**src/rtl/fanin_rr_arbiter.sv**
```systemverilog
// Round-robin arbiter feeding one of eight requesters' words into a single
// valid/ready output register; the rotating pointer guarantees fair access.
module fanin_rr_arbiter #(
    parameter int DATA_W = 8
) (
    input  logic                clk,
    input  logic                rst,
    input  logic [7:0]          req,
    input  logic [8*DATA_W-1:0] data_in,
    output logic [7:0]          gnt,
    output logic                y_valid,
    input  logic                y_ready,
    output logic [DATA_W-1:0]   y_data,
    output logic [2:0]          y_src
);

    logic              y_valid_q, y_valid_d;
    logic [DATA_W-1:0] y_data_q, y_data_d;
    logic [2:0]        y_src_q, y_src_d;
    logic [2:0]        ptr_q, ptr_d;

    logic              can_load;
    logic              win_found;
    logic [2:0]        win_idx;
    logic [2:0]        scan_idx;

    // Scan from ptr upwards (mod 8); the first requester seen wins.
    always_comb begin
        win_found = 1'b0;
        win_idx   = '0;
        scan_idx  = '0;
        for (int unsigned k = 0; k < 8; k++) begin
            scan_idx = ptr_q + 3'(k);
            if (!win_found && req[scan_idx]) begin
                win_found = 1'b1;
                win_idx   = scan_idx;
            end
        end
    end

    always_comb begin
        can_load  = !y_valid_q || y_ready;
        gnt       = '0;
        y_valid_d = y_valid_q;
        y_data_d  = y_data_q;
        y_src_d   = y_src_q;
        ptr_d     = ptr_q;
        if (!rst && can_load && win_found) begin
            gnt[win_idx] = 1'b1;
            y_valid_d    = 1'b1;
            y_data_d     = data_in[win_idx*DATA_W +: DATA_W];
            y_src_d      = win_idx;
            ptr_d        = win_idx + 3'd1;
        end else if (y_valid_q && y_ready) begin
            y_valid_d = 1'b0;
        end
    end

    always_ff @(posedge clk or posedge rst) begin
        if (rst) begin
            y_valid_q <= 1'b0;
            y_data_q  <= '0;
            y_src_q   <= '0;
            ptr_q     <= '0;
        end else begin
            y_valid_q <= y_valid_d;
            y_data_q  <= y_data_d;
            y_src_q   <= y_src_d;
            ptr_q     <= ptr_d;
        end
    end

    assign y_valid = y_valid_q;
    assign y_data  = y_data_q;
    assign y_src   = y_src_q;

endmodule

```
**config.mk**
```make
export PLATFORM = sky130hd
export DESIGN_NAME = fanin_rr_arbiter
export DESIGN_NICKNAME = d
export VERILOG_FILES = /design/src/rtl/fanin_rr_arbiter.sv
export SDC_FILE = /design/constraint.sdc
export NUM_CORES = 1
export LEC_CHECK = 0
export CAP_MARGIN = 20
export CORE_MARGIN = 4
export CORE_UTILIZATION = 45
export DETAILED_ROUTE_END_ITERATION = 12
export GPL_TIMING_DRIVEN = 0
export PLACE_DENSITY = 0.82
export SLEW_MARGIN = 30
export SYNTH_ARGS = -nofsm -noshare
export SYNTH_HDL_FRONTEND = slang
export SYNTH_SLANG_ARGS = --single-unit
```
**constraint.sdc**
```tcl
create_clock -name clk -period 5.8 [get_ports clk]
set_input_delay 1.16 -clock clk [delete_from_list [all_inputs] [get_ports clk]]
set_output_delay 1.16 -clock clk [all_outputs]
set_load 0.05 [all_outputs]
```
==> results of run 1 <==
==> registers in the layout, indices dropped and copies added, names as in the netlist <==
name / cells
y_src: 3
ptr_q: 3
y_data: 8
y_valid: 1
==> path summary, 6_finish.rpt <==
path,start,to,slack (ns),cells past startpoint
max in group asynchronous,rst,ptr_q[1]$_DFFE_PP0P_,4.08,2
worst max-delay path,req[2],gnt[5],0.07,12
worst max register to register,ptr_q[1]$_DFFE_PP0P_,y_data[1]$_DFFE_PP0P_,1.37,17
worst min register to register,y_src[1]$_DFFE_PP0P_,y_src[1]$_DFFE_PP0P_,0.49,2
min in group asynchronous,rst,y_data[6]$_DFFE_PP0P_,1.29,2
worst min-delay path,y_src[1]$_DFFE_PP0P_,y_src[1]$_DFFE_PP0P_,0.49,2
==> per-layer routing <==
metal	GRT usage, %	vias to the layer above	part of all wire [%]
met3	6.84	17	9.2
met1	30.4	1238	39
met4	7.43	0	1.8
met5	0	-	0
li1	-	1191	-
met2	43.0	149	50
==> power by group <==
| part | total, mW | internal (mW) | switching [mW] |
|---|---|---|---|
| clock network | 0.0869 | 0.0487 | 0.0382 |
| registers | 0.192 | 0.157 | 0.0347 |
| logic | 2.35 | 1.07 | 1.28 |
| total | 2.63 | 1.28 | 1.36 |
==> cell families (layout without fill, tap and decap cells) <==
family	count (synthesis)	count (layout)	synth area share, %
AO/OA/AOI/OAI	49	49	16.6
XOR/XNOR	6	6	2.54
adder cells (fa/ha/maj)	2	2	1.06
buffers and inverters	26	124	6.88
flip-flops	15	15	15.9
multiplexers	68	68	39.0
AND/OR/NAND/NOR	91	91	18.1
==> cells in the mapped netlist, types with 5 or more instances <==
master    number  share of area [%]
nand2_1       24                3.8
o21ai_0        5                1.1
nor2_1        26                4.1
a21oi_1        5                1.1
nand3_1        9                1.9
mux4_2        12                 11
buf_2          5                1.1
nor3_1        13                2.8
dfrtp_1       15                 16
inv_1          5               0.79
mux2_2        20                9.5
mux2i_1       32                 14
a211oi_1       9                2.9
==> cell type report <==
| type | instances | area, sq um | area share (%) |
|---|---|---|---|
| Buffer | 20 | 153 | 4.42 |
| Timing Repair Buffer | 94 | 923 | 26.7 |
| Sequential cell | 15 | 377 | 10.9 |
| Inverter | 6 | 22.5 | 0.652 |
| Tap cell | 70 | 87.6 | 2.54 |
| Multi-Input combinational cell | 216 | 1840 | 53.4 |
| Clock buffer | 4 | 45.0 | 1.30 |
==> worst max-delay path, delay by kind of cell <==
kind	cells	cell delay, ns
buf+inv	5	1.31
mux	2	0.89
simple gates	2	0.48
compound gates	3	0.70
==> stage by stage <==
stage / instance area (sq um) / setup TNS (ns) / instances / hold slack, ns / util (%)
finish: 3450 / 0 / 425 / 0.494 / 67.6
global route: 3450 / -0.00166 / 425 / 0.546 / 67.6
CTS: 3440 / 0 / 425 / 0.496 / 67.4
detailed placement: 3390 / -3.54 / 421 / 0.477 / 66.4
global placement: 3390 / -4.20 / 421 / 0.465 / 66.4
floorplan: 2360 / 0 / 257 / 0.762 / -
==> results.tsv, run 1 <==
metric	value	unit
criticalPathCategory	input pin to primary output	
p_total	2.63	mW
setup_ws	0.0714	ns
antenna_cells	0	
crit_fanout	10	
cts-root-buf	clkbuf_8	
fmax	0.175	GHz
synth_nets	334	
numCtsBuffers	3	
drt-pass1-iter-count	5	
io_pins	95	
synth.cell_area	0.00236	sq mm
cap_violations	0	
path_cells	clkdlybuf4s50_1 -> mux2_2 -> mux4_2 -> o32ai_4 -> and3_1 -> a31oi_1 -> o311a_2 -> buf_6 -> buf_12 -> buf_12 -> nor3_1 -> clkbuf_4	
fin_crit	5.73	ns
max_slew_margin	58.2	%
routed_wl	8020	um
mostFrequentLayoutCell	clkdlybuf4s50_1	
ys_ff_latch	15	
syn_inst	257	
p_per_area	762	mW/mm^2
cts_tree	done	
max_stage_delay	0.58	ns
setup_violations	0	
synthFlopType	dfrtp_1	
fillers	435	
fp.dieW	80.5	um
syn_avg_cell_area	9.19	sq um
core	0.00511	sq mm
antenna_found_initial	0	
finalClockSkew	0.00232	ns
final_antenna_net_count	0	
wire_per_inst	18.9	um
portBuffers	94	
grt_max_degree	17	
track_usage	25.1	%
yosysSeqAreaShare	15.9	%
drtIter0Drc	224	
ys.warnings.count	0	
cts_sinks	15	
dp_slack	-0.539	ns
worst_slew_pin_slew	0.627	ns
post-route-drc-count	0	
vdd_drop_max	0.000443	V
clock_path_buffers	2	
die-area	0.00647	sq mm
hpwl	6420	um
slowest_stage	clkdlybuf4s50_1	
cts_max_level	1	
slew_viol_final	0	
vias	2595	
nNetsFinal	433	
initial_core_util	46.3	%
period_share	98.8	%
finalWeightedCongestion	0.958	
syn_to_final_growth	46.1	%
synth_cell_type_count	52	
hold_viol_final	0	
async_flop_share	100	%
clk_pin_slew	0.06	ns
clkLatencyLatePin	0.25	ns
ctsResizeCount	39	
synth-edff-count	0	
postCtsSetupBuffers	0	
leakage	1.38	nW
cp_common_cell	buf_12	
arrival	4.57	ns
vias_per_cell	6.11	
grt_pass1_vias	2526	
layout_common_cells	clkdlybuf4s50_1, mux2i_1, nor2_1, nand2_1, mux2_2	
die_y	80.5	um
placementRows	26	
cts_hold_buffers	0	
start_kind	input pin	
status	completed	
grt_pass1_wl	12500	um
gr-total-overflow	0	
crit_path_end_kind	primary output	
drive_above_1_share	19.4	%
cp.required	4.64	ns
hold_class	flop to flop	
Power figures use the tool's default switching activity.
==> run 2: changes to the inputs <==
CORE_MARGIN = not set   (was 4)
CORE_UTILIZATION = 60   (was 45)
DONT_BUFFER_PORTS = 1   (was not set)
PLACE_DENSITY = 0.75   (was 0.82)
==> results.tsv, run 2 (same netlist as run 1, synthesis figures left out) <==
metric	value	unit	change
status	completed		
crit_path_end_kind	primary output		
slowest_stage	mux4_2		
fp.dieW	64.7	um	-20%
mostFrequentLayoutCell	mux2i_1		
grt_pass1_wl	9850	um	-21%
hold_class	flop to flop		
cts_max_level	1		unchanged
crit_fanout	19		+9
cp_common_cell	buf_6		
wire_per_inst	20.5	um	+8.3%
path_cells	buf_6 -> inv_1 -> ha_1 -> buf_6 -> mux2_2 -> mux4_2 -> o32ai_4 -> and3_1 -> a31oi_1 -> o311a_2 -> buf_6 -> buf_12 -> buf_12 -> nor3_4		
gr-total-overflow	0		unchanged
r2r_start	ptr_q[1]$_DFFE_PP0P_		
cts_tree	done		
finalWeightedCongestion	0.903		-5.8%
cts-root-buf	clkbuf_8		
antenna_found_initial	0		unchanged
nNetsFinal	338		-22%
cp.required	4.64	ns	about the same
max_slew_margin	53.2	%	-5.0 points
multi_input_area	0.00190	sq mm	+2.8%
start_kind	flop		
hold_viol_final	0		unchanged
hpwl	4940	um	-23%
syn_to_final_growth	7.95	%	
reg2reg_to	y_data[4]$_DFFE_PP0P_		
post-route-drc-count	0		unchanged
largest_reg_flops	8		unchanged
clkLatencyLatePin	0.26	ns	about the same
routed_wl	6300	um	-21%
cp-startpoint	ptr_q[1]$_DFFE_PP0P_		
fmax	0.179	GHz	+2.3%
die-area	0.00419	sq mm	-35%
clock_path_buffers	2		unchanged
drtIter0Drc	221		-1.3%
fillers	299		-31%
final_cell_area	0.00255	sq mm	-26%
dpl_cell_area	0.00244	sq mm	-28%
track_usage	30.6	%	+5.5 points
setup_violations	0		unchanged
slew_viol_final	0		unchanged
min_from	y_src[2]$_DFFE_PP0P_		
critPathTopFamily	buffers and inverters		
seq_area	375	sq um	-0.33%
max_stage_delay	0.52	ns	-0.06 ns
layout_common_cells	mux2i_1, nor2_1, nand2_1, mux2_2, dfrtp_1		
vias	2190		-16%
antenna_cells	0		unchanged
arrival	4.44	ns	-0.13 ns
io_pins	95		unchanged
core	0.00372	sq mm	-27%
finalClockSkew	0.00171	ns	-0.000613 ns
placementRows	22		-15%
critPathCapture	gnt[1]		
grt_pass1_vias	2028		-20%
cap_violations	0		unchanged
worst_slew_pin_slew	0.701	ns	+0.0744 ns
drive_above_1_share	25.0	%	+5.6 points
portBuffers	0		-100%
cts_sinks	15		unchanged
criticalPathCategory	flop to primary output		
die_y	64.7	um	-20%
fin_crit	5.60	ns	-0.127 ns
final_antenna_net_count	0		unchanged
period_share	96.6	%	-2.2 points
rsz0062_at_grt	false		
cts_hold_buffers	0		unchanged
rr_worst_depth	16		-1
drt-pass1-iter-count	5		unchanged
initial_core_util	63.6	%	+17 points
vias_per_cell	7.11		+16%
numCtsBuffers	3		unchanged
setup_tns	0	ns	unchanged
grt_max_degree	20		+3
cp_num_buf_inv	6		+1
clk_pin_slew	0.06	ns	about the same
rrSetupSlack	1.40	ns	+0.03 ns
cp.depth	14		+2
-- run 2: worst min-delay path by stage --
stage	end	slack, ns	cells after the start
2_1_floorplan	y_src[1]$_DFFE_PP0P_	0.76	2
3_3_place_gp	y_src[1]$_DFFE_PP0P_	0.79	2
3_5_place_dp	y_src[2]$_DFFE_PP0P_	0.81	2
4_1_cts	y_src[1]$_DFFE_PP0P_	0.81	2
5_1_grt	y_src[2]$_DFFE_PP0P_	0.85	2
6_report	y_src[2]$_DFFE_PP0P_	0.81	2
-- run 2: timing repair --
item / 4_1_cts / 5_1_grt
setup endpoints to repair: 8 / 8
gates resized for setup: 10 / 6
pin swaps: 3 / 3
buffers inserted: 0 / 0
-- run 2: layout make-up --
cell class                 count  share of cell area, %
buffer                        19                   5.59
clock buffer                   3                   1.62
clock inverter                 1                  0.294
inverter                       6                   1.03
multi-input combinational    216                   74.4
sequential                    15                   14.7
tap                           48                   2.36
-- run 2: metrics by stage --
step	util (%)	std cells	worst slack [ns]	hold slack (ns)
floorplan	-	257	0.0647	0.762
global placement	65.2	305	-0.758	0.787
detailed placement	65.7	305	-0.435	0.806
CTS	68.2	308	0.0171	0.807
global route	68.6	308	0.0172	0.848
finish	68.6	308	0.199	0.810
-- run 2: worst min-delay path: stages (launching register included) --
cell and delay (ns):
dfrtp_1 0.56, nor2_1 0.17, nor2_1 0.04
-- run 2: layer usage --
metal  vias to the layer above  global-route usage (%)  share of wire, %
li1                       1003                       -                 -
met1                      1050                    38.2                40
met3                        15                    2.46               6.0
met2                       122                    54.4                51
met4                         0                    11.4               2.5
met5                         -                       0                 0
Power of run 2 is left out: the tool's default activity adds up to more than one toggle a clock period on the data nets, which glitch-free logic cannot reach.
